[config.mk]
export PLATFORM = sky130hd
export DESIGN_NAME = lif_layer_network
export DESIGN_NICKNAME = d
export VERILOG_FILES = /design/src/rtl/lif_pkg.sv /design/src/rtl/lif_neuron_core.sv /design/src/rtl/lif_layer_network.sv
export SDC_FILE = /design/constraint.sdc
export NUM_CORES = 1
export LEC_CHECK = 0
export CORE_ASPECT_RATIO = 1.25
export CORE_UTILIZATION = 40
export DETAILED_ROUTE_END_ITERATION = 8
export GPL_TIMING_DRIVEN = 0
export PLACE_DENSITY_LB_ADDON = 0.3
export SLEW_MARGIN = 25
export SYNTH_ARGS = -nofsm -noshare
export SYNTH_HDL_FRONTEND = slang
export SYNTH_HIERARCHICAL = 1
export SYNTH_SLANG_ARGS = --single-unit
export TNS_END_PERCENT = 100
[constraint.sdc]
create_clock -name clk -period 6.54 [get_ports clk]
set_clock_uncertainty 0.1 [all_clocks]
set_input_delay 1.308 -clock clk [delete_from_list [all_inputs] [get_ports clk]]
set_output_delay 1.308 -clock clk [all_outputs]
set_load 0.02 [all_outputs]
[src/rtl/lif_pkg.sv]
// Shared constants and saturating arithmetic helpers for the LIF layer.
package lif_pkg;

    localparam int unsigned DEF_N_IN        = 3;
    localparam int unsigned DEF_W           = 8;
    localparam int unsigned DEF_THRESH      = 200;
    localparam int unsigned DEF_LEAK_SHIFT  = 3;
    localparam int unsigned DEF_REFRAC      = 2;
    localparam int unsigned DEF_WEIGHT_INIT = 64;
    localparam int unsigned CNT_W           = 16;
    localparam int unsigned CALC_W          = 32;

    // Membrane after one cycle of exponential decay.
    function automatic logic [CALC_W-1:0] leak(input logic [CALC_W-1:0] s,
                                               input int unsigned shift);
        return s - (s >> shift);
    endfunction

    // a + b clamped to the largest unsigned value of the given width.
    function automatic logic [CALC_W-1:0] sat_add(input logic [CALC_W-1:0] a,
                                                  input logic [CALC_W-1:0] b,
                                                  input int unsigned width);
        logic [CALC_W:0] sum;
        logic [CALC_W:0] lim;
        sum = {1'b0, a} + {1'b0, b};
        lim = ((CALC_W+1)'(1) << width) - (CALC_W+1)'(1);
        return (sum > lim) ? lim[CALC_W-1:0] : sum[CALC_W-1:0];
    endfunction

endpackage

[src/rtl/lif_neuron_core.sv]
// Single leaky-integrate-and-fire neuron with refractory hold and saturating integration.
module lif_neuron_core
    import lif_pkg::*;
#(
    parameter int unsigned W          = DEF_W,
    parameter int unsigned THRESH     = DEF_THRESH,
    parameter int unsigned LEAK_SHIFT = DEF_LEAK_SHIFT,
    parameter int unsigned REFRAC     = DEF_REFRAC
) (
    input  logic         clk,
    input  logic         reset,
    input  logic [W-1:0] current,
    output logic [W-1:0] state,
    output logic         spike
);

    localparam int unsigned RW = (REFRAC > 0) ? $clog2(REFRAC + 1) : 1;

    logic [RW-1:0]     refr;
    logic [CALC_W-1:0] v_c;

    always_comb begin
        v_c = sat_add(leak(CALC_W'(state), LEAK_SHIFT), CALC_W'(current), W);
    end

    // While refractory the membrane is pinned to zero and the input is ignored.
    always_ff @(posedge clk or negedge reset) begin
        if (!reset) begin
            state <= '0;
            refr  <= '0;
            spike <= 1'b0;
        end else if (refr != '0) begin
            state <= '0;
            refr  <= refr - RW'(1);
            spike <= 1'b0;
        end else if (v_c >= CALC_W'(THRESH)) begin
            state <= '0;
            refr  <= RW'(REFRAC);
            spike <= 1'b1;
        end else begin
            state <= W'(v_c);
            spike <= 1'b0;
        end
    end

endmodule

[src/rtl/lif_layer_network.sv]
// LIF layer: N_IN input neurons feeding one output neuron through programmable weights.
module lif_layer_network
    import lif_pkg::*;
#(
    parameter int unsigned N_IN        = DEF_N_IN,
    parameter int unsigned W           = DEF_W,
    parameter int unsigned THRESH      = DEF_THRESH,
    parameter int unsigned LEAK_SHIFT  = DEF_LEAK_SHIFT,
    parameter int unsigned REFRAC      = DEF_REFRAC,
    parameter int unsigned WEIGHT_INIT = DEF_WEIGHT_INIT,
    localparam int unsigned AW         = (N_IN > 1) ? $clog2(N_IN) : 1
) (
    input  logic              clk,
    input  logic              reset,
    input  logic [N_IN*W-1:0] ext_current,
    input  logic              wr_en,
    input  logic [AW-1:0]     wr_addr,
    input  logic [W-1:0]      wr_data,
    input  logic              cnt_clr,
    output logic [N_IN-1:0]   spike_in,
    output logic              spike_output,
    output logic [W-1:0]      state,
    output logic [CNT_W-1:0]  spike_count
);

    localparam int unsigned SW    = W + $clog2(N_IN) + 1;
    localparam logic [W-1:0] W_MAX = '1;

    logic [W-1:0]  weight [N_IN];
    logic [W-1:0]  cur_out;
    logic [SW-1:0] sum_c;
    logic [W-1:0]  cur_next_c;
    logic [W-1:0]  in_state_unused [N_IN];

    for (genvar g = 0; g < N_IN; g++) begin : g_in
        lif_neuron_core #(
            .W(W), .THRESH(THRESH), .LEAK_SHIFT(LEAK_SHIFT), .REFRAC(REFRAC)
        ) u_core (
            .clk     (clk),
            .reset   (reset),
            .current (ext_current[g*W +: W]),
            .state   (in_state_unused[g]),
            .spike   (spike_in[g])
        );
    end

    lif_neuron_core #(
        .W(W), .THRESH(THRESH), .LEAK_SHIFT(LEAK_SHIFT), .REFRAC(REFRAC)
    ) u_out (
        .clk     (clk),
        .reset   (reset),
        .current (cur_out),
        .state   (state),
        .spike   (spike_output)
    );

    // Weighted spike sum, wide enough to never wrap, then clamped to W bits.
    always_comb begin
        sum_c = '0;
        for (int i = 0; i < N_IN; i++) begin
            if (spike_in[i]) begin
                sum_c = sum_c + SW'(weight[i]);
            end
        end
        cur_next_c = (sum_c > SW'(W_MAX)) ? W_MAX : sum_c[W-1:0];
    end

    // Out-of-range addresses match no entry and are dropped.
    always_ff @(posedge clk or negedge reset) begin
        if (!reset) begin
            for (int i = 0; i < N_IN; i++) begin
                weight[i] <= W'(WEIGHT_INIT);
            end
        end else begin
            for (int i = 0; i < N_IN; i++) begin
                if (wr_en && (32'(wr_addr) == i)) begin
                    weight[i] <= wr_data;
                end
            end
        end
    end

    always_ff @(posedge clk or negedge reset) begin
        if (!reset) begin
            cur_out <= '0;
        end else begin
            cur_out <= cur_next_c;
        end
    end

    // Clear wins over counting; the count sticks at all-ones.
    always_ff @(posedge clk or negedge reset) begin
        if (!reset) begin
            spike_count <= '0;
        end else if (cnt_clr) begin
            spike_count <= '0;
        end else if (spike_output && (spike_count != '1)) begin
            spike_count <= spike_count + CNT_W'(1);
        end
    end

endmodule

# Word-level counts from Yosys, hierarchy flattened
# Index checks and enable logic that the tools add are counted.
[totals]
out_inout_bits = 28
ff_bits = 92
[classes]
eq_ne = 3
n_addsub = 15
n_lt_le_gt_ge = 9
mux = 34
n_reduce_logical = 14
[ops]
columns = ["cell", "n"]
rows = [
  ["32-bit by 8-bit adder with 33-bit output", 4],
  ["33-bit by 8-bit greater-than comparator with 1-bit output, second input constant", 4],
  ["32-bit by 8-bit >= comparator with 1-bit output, second input constant", 4],
  ["32-bit 2-to-1 mux", 4],
  ["8-bit 2-to-1 mux", 10],
  ["8-bit by 5-bit subtractor with 9-bit output", 4],
  ["16-bit 2-to-1 mux", 2],
  ["11-bit by 8-bit adder with 11-bit output", 2],
  ["11-bit 2-to-1 mux", 2],
  ["2-bit nonzero test", 9],
  ["16-bit by 1-bit adder with 16-bit output, second input constant", 1],
  ["2-bit 2-to-1 mux", 8],
  ["16-bit inequality test, second input constant", 1],
  ["11-bit by 8-bit greater-than comparator with 1-bit output, second input constant", 1],
  ["1-bit 2-to-1 mux", 8],
  ["2-bit by 1-bit subtractor with 2-bit output, second input constant", 4],
  ["1-bit logical AND", 4],
  ["2-bit by 1-bit equality test with 1-bit output, second input constant", 1],
  ["2-bit equality test, second input constant", 1],
  ["2-bit logical NOT", 1],
]

# Logic depth before layout (Yosys ltp)
[depth]
ltp_word = 7
ltp_mapped = 22

# Cells and area by module
# Netlist, hierarchy kept.
[modules_own_cells]
columns = ["mod", "area_per_inst_um2", "instances", "cells_per_inst"]
rows = [
  ["lif_neuron_core", 1297.5, 4, 144],
  ["lif_layer_network", 2862.7, 1, 275],
]

# Worst setup path after synthesis
# Ideal clock, no wire load.
[synth_timing]
kind = "register -> register"
start = "reg u_out.state[4]"
end = "reg u_out.refr[0]"
path_buffers = 1
synth_period_minus_slack_ps = 4389
t_arrival_ps = 4164
slack_ps = 2151
required_time_ps = 6315
setup_time_ps = 125
path_stages_with_launch = 23
cell_sequence = "dfrtp_1 inv_1 ha_1 nor2b_1 o21ai_0 a21boi_0 o21ai_0 nor2b_1 xnor2_1 ha_1 buf_4 nand3_1 nor3_1 a211oi_4 nor2b_1 o21ai_0 ha_1 nor4b_1 nand3_1 nor3_1 and2_2 o311ai_4 mux2_4"
[synth_via]
elab_chain_len = 6
[synth_lines]
columns = ["element", "line", "source"]
rows = [
  ["start, declared", "lif_neuron_core.sv:13", "output logic [W-1:0] state,"],
  ["start signal, assigned", "lif_neuron_core.sv:41", "state <= W'(v_c);"],
  ["8-bit by 5-bit subtractor with 9-bit output (*)", "lif_pkg.sv:16", "return s - (s >> shift);"],
  ["32-bit by 8-bit adder with 33-bit output (*)", "lif_pkg.sv:25", "sum = {1'b0, a} + {1'b0, b};"],
  ["33-bit by 8-bit greater-than comparator with 1-bit output", "lif_pkg.sv:27", "return (sum > lim) ? lim[CALC_W-1:0] : sum[CALC_W-1:0];"],
  ["32-bit 2-to-1 mux (*)", "lif_pkg.sv:27", ""],
  ["32-bit by 8-bit >= comparator with 1-bit output (*)", "lif_neuron_core.sv:36", "end else if (v_c >= CALC_W'(THRESH)) begin"],
  ["2-bit nonzero test (no line) (*)", "--", ""],
  ["end signal, assigned", "lif_neuron_core.sv:34", "refr <= refr - RW'(1);"],
  ["end signal, assigned", "lif_neuron_core.sv:38", "refr <= RW'(REFRAC);"],
  ["end, declared", "lif_neuron_core.sv:19", "logic [RW-1:0] refr;"],
]
# Mark *: on every way between the ends. The rest lies on a longest branch, timed or not.
# A chain may end at the register's enable or synchronous reset.

# Final worst setup path
[layout_timing]
start = "reg g_in[2].u_core.state[4]"
end = "reg g_in[2].u_core.refr[0]"
[layout_via]
elab_chain_len = 6
[layout_lines]
columns = ["element", "line"]
rows = [
  ["start, declared", "lif_neuron_core.sv:13"],
  ["start signal, assigned", "lif_neuron_core.sv:41"],
  ["8-bit by 5-bit subtractor with 9-bit output (*)", "lif_pkg.sv:16"],
  ["32-bit by 8-bit adder with 33-bit output (*)", "lif_pkg.sv:25"],
  ["33-bit by 8-bit greater-than comparator with 1-bit output", "lif_pkg.sv:27"],
  ["32-bit 2-to-1 mux (*)", "lif_pkg.sv:27"],
  ["32-bit by 8-bit >= comparator with 1-bit output (*)", "lif_neuron_core.sv:36"],
  ["2-bit nonzero test (no line) (*)", "--"],
  ["end signal, assigned", "lif_neuron_core.sv:34"],
  ["end signal, assigned", "lif_neuron_core.sv:38"],
  ["end, declared", "lif_neuron_core.sv:19"],
]
# Marked as above.

==> impl_metrics.toml <==
[floorplanning]
fp.coreArea_mm2 = 0.01961
fp-row-count = 57
chipWidth_um = 128.9
die_outline_area_mm2 = 0.02071
floorplan.initialDensity_pct = 41.06
die_h_um = 160.6
floorplan.io_pins = 66

[grt]
grt_max_degree = 62
number_of_global_route_vias_before_repair = 5950
wire_length_of_the_first_global_routing_pass_mm = 26.34
globalRouteTotalUtil_pct = 15.59
grt_antenna_before_repair = 0
grt-ovfl-total = 0

[timing]
period_minus_slack_ns = 4.860
setup_total_negative_slack_ns = 0
final_max_slew_violation_count = 0
fin_crit_sh_pct = 74.31
hold_viol = 0
worst-slew-pin-transition_ns = 0.8961
normalized_max_slew_margin_pct = 39.94
layout_setup_ws_ns = 1.680
grt_setup_unrepaired = "no"
setup_viol_count_final = 0
fmaxAchievable_mhz = 205.8

[synth]
synth_edf_count = 0
synthSimpleGateAreaFrac_pct = 19.81
combinational_family_with_the_most_area_after_synthesis = "adder cells"
yosys_warnings = 6
post_synth_xor_area_fraction_pct = 6.355
synth_area_mm2 = 0.008053
compound_cell_area_share_of_the_yosys_netlist_pct = 15.30
synth_area_per_cell_um2 = 9.463
yosys-mux-area-fraction_pct = 5.112
synth-main-ff-cell = "sky130_fd_sc_hd__dfrtp_1"
yosys.cell_types.count = 63
postSynth.asyncResetShare_pct = 100.0
synth_sequential_area_ratio_pct = 28.64
post_synth_fa_ha_maj_area_fraction_pct = 20.20
syn-num-nets = 1013
synthesis_stage_register_bit_count = 92
synthesis.instances = 851

[pwr]
total_switching_power_w = 0.001529
power.ir.vdd_worst_uv = 217.6
net_switching_share_of_the_total_power_pct = 43.15
p_leak_nw = 4.343
power_density_mw_per_mm2 = 377.7
seq_power_share_pct = 21.4
cell_internal_pwr_w = 0.002015
comb_power_share_pct = 63.7
p_clk_share_pct = 14.9

[detailed_routing]
post_drt_via_cell_ratio = 5.099
route.detailed.wl_per_inst_um = 12.62
via_count = 6104
first_iter_violations = 169
total_wire_length_after_detailed_routing_mm = 15.11
post-route-drc-count = 0
ant_nets = 0
drt_pre_antenna_iters = 4

[clocking]
postCtsResizedCells = 0
cts_made_buffers = 9
clk_path_buf_depth = 2
cts_num_sinks = 92
clock_tree_from_tritoncts = "yes"
cts_hold_buf = 0
post-cts-setup-buffer-count = 0
root_buffer = "sky130_fd_sc_hd__clkbuf_16"
clock_insertion_delay_worst_skew_ns = 0.34
cts_max_level = 3
worst_setup_hold_path_clk_slew_ns = 0.07

[placed_design]
detailedPlace.worstSlack_ns = 1.372
hpwl_mm = 12.28
number_of_cells_after_detailed_placement = 1182
place_congestion = 0.8114
placement.io_buffers = 65

[flow_run]
drv.max_cap_violation_count = 0

[worst_setup_path]
startpoint_type = "flop"
crit_fanout = 10
worstPathRequired_ns = 6.67
worst-setup-path-type = "flop to flop"
cp_cell_sequence = "inv_1 > ha_1 > nor2b_1 > o21ai_0 > a21boi_0 > o21ai_0 > nor2b_1 > xnor2_1 > ha_1 > buf_4 > nand3_1 > nor3_1 > a211oi_4 > nor2b_1 > o21ai_0 > ha_1 > nor4b_1 > nand2_1 > nor3_1 > and2_2 > o311ai_4 > mux2_4"
cpPeakStageDelay_ns = 0.41
cp_slowest_cell = "sky130_fd_sc_hd__dfrtp_1"
critPathCaptureType = "flop"
arrival_time_of_data_at_the_critical_path_endpoint_ns = 4.99

[final_layout]
design.final.nets = 1090
syn_to_final_growth_pct = 16.53
diodes = 0
final-instance-count-excl-fill = 1197
layout-drive-gt1-share_pct = 12.55

[status]
run_status = "finished clean"

[hold_path]
holdCritPathClass = "flop to flop"
## power groups by stage
stage / clock network [W] / registers (W) / logic, W
5_1_grt: 0.000570 / 0.000772 / 0.00257
3_5_place_dp: 0 / 0.000769 / 0.00228
3_3_place_gp: 0 / 0.000768 / 0.00223
6_report: 0.000528 / 0.000759 / 0.00226
2_1_floorplan: 0 / 0.000794 / 0.00177
4_1_cts: 0.000547 / 0.000760 / 0.00229
## area by class of cell
class / count / area, µm²
clock inverters: 5 / 61.31
flip-flops and latches: 92 / 2306
repair buffers: 66 / 679.4
inverters: 85 / 319.1
well taps: 265 / 331.6
multi-input cells: 665 / 5398
plain buffers: 9 / 50.05
fillers: 1885 / 10230
clock buffers: 10 / 239.0
## cells in the final DEF, fill, tap and decap left out, drive strengths merged, types with 29 or more instances in the layout
cell type / Yosys / final
dfrtp: 89 / 89
clkdlybuf4s50: 0 / 64
mux2: 29 / 29
o21ai: 52 / 52
nand2: 45 / 45
ha: 114 / 114
inv: 85 / 86
nor3: 30 / 30
xnor2: 34 / 34
nor2: 84 / 84
## critical path, delay by kind of cell, from the launching register on
kind / cells / cell delay, ns
AND/OR/NAND/NOR: 9 / 1.73
AO/OA/AOI/OAI: 6 / 0.99
adder cells (fa/ha/maj): 3 / 0.86
flip-flops: 1 / 0.41
multiplexers: 1 / 0.35
buffers and inverters: 2 / 0.20
XOR/XNOR: 1 / 0.09
## kinds of logic after synthesis
kind of cell / after synthesis
XOR/XNOR: 55
flip-flops: 92
adder cells (fa/ha/maj): 124
multiplexers: 36
buffers and inverters: 94
AO/OA/AOI/OAI: 162
AND/OR/NAND/NOR: 288
## state kept, by name, indices dropped and copies added (netlist names)
name / count
g_in.u_core/refr: 6
u_out/state: 8
u_out/spike: 1
g_in.u_core/state: 24
u_out/refr: 2
g_in.u_core/spike: 3
weight: 24
cur_out: 8
spike_count: 16
## layer usage
layer | track usage [%] | vias up | part of all wire [%]
met4 | 4.973 | 0 | 1.9
met3 | 3.331 | 14 | 3.2
met2 | 27.59 | 58 | 50
li1 | - | 3153 | -
met5 | 0 | - | 0
met1 | 18.60 | 2879 | 45
## Yosys cell counts (all sizes together), types with 9 or more instances
library cell / count / area (µm²)
a211oi: 16 / 190.2
a21o: 15 / 117.6
inv: 85 / 319.1
nand2: 45 / 168.9
mux2: 29 / 341.6
o21a: 12 / 90.09
a21oi: 21 / 108.9
xnor2: 34 / 297.8
o211ai: 17 / 141.4
ha: 114 / 1426
nor2: 84 / 315.3
nor2b: 23 / 151.4
o21ai: 52 / 260.3
and2: 9 / 61.31
fa: 10 / 200.2
nand3: 26 / 150.2
nor3: 30 / 180.2
xor2: 21 / 214.0
dfrtp: 89 / 2227
nor4b: 16 / 140.1
## path summary, 6_finish.rpt
path,start,end,slack (ns),cells past startpoint
max,g_in[2].u_core/state[4],g_in[2].u_core/refr[0],1.68,22
max in group asynchronous,reset,weight[22],4.94,2
min reg2reg,weight[21],weight[21],0.41,1
min,weight[21],weight[21],0.41,1
min in group asynchronous,reset,u_out/state[0],0.73,1
max reg2reg,g_in[2].u_core/state[4],g_in[2].u_core/refr[0],1.68,22
## stage by stage
stage	area, µm²	utilization [%]	power [W]	hold WS [ns]
floorplan	8053	-	0.002567	0.3728
global placement	9035	46.07	0.002995	0.3848
detailed placement	9084	46.32	0.003051	0.3919
CTS	9384	47.85	0.003597	0.4114
global route	9384	47.85	0.003911	0.4306
finish	9384	47.85	0.003544	0.4076
No activity file was read; power rests on OpenSTA's default activity.
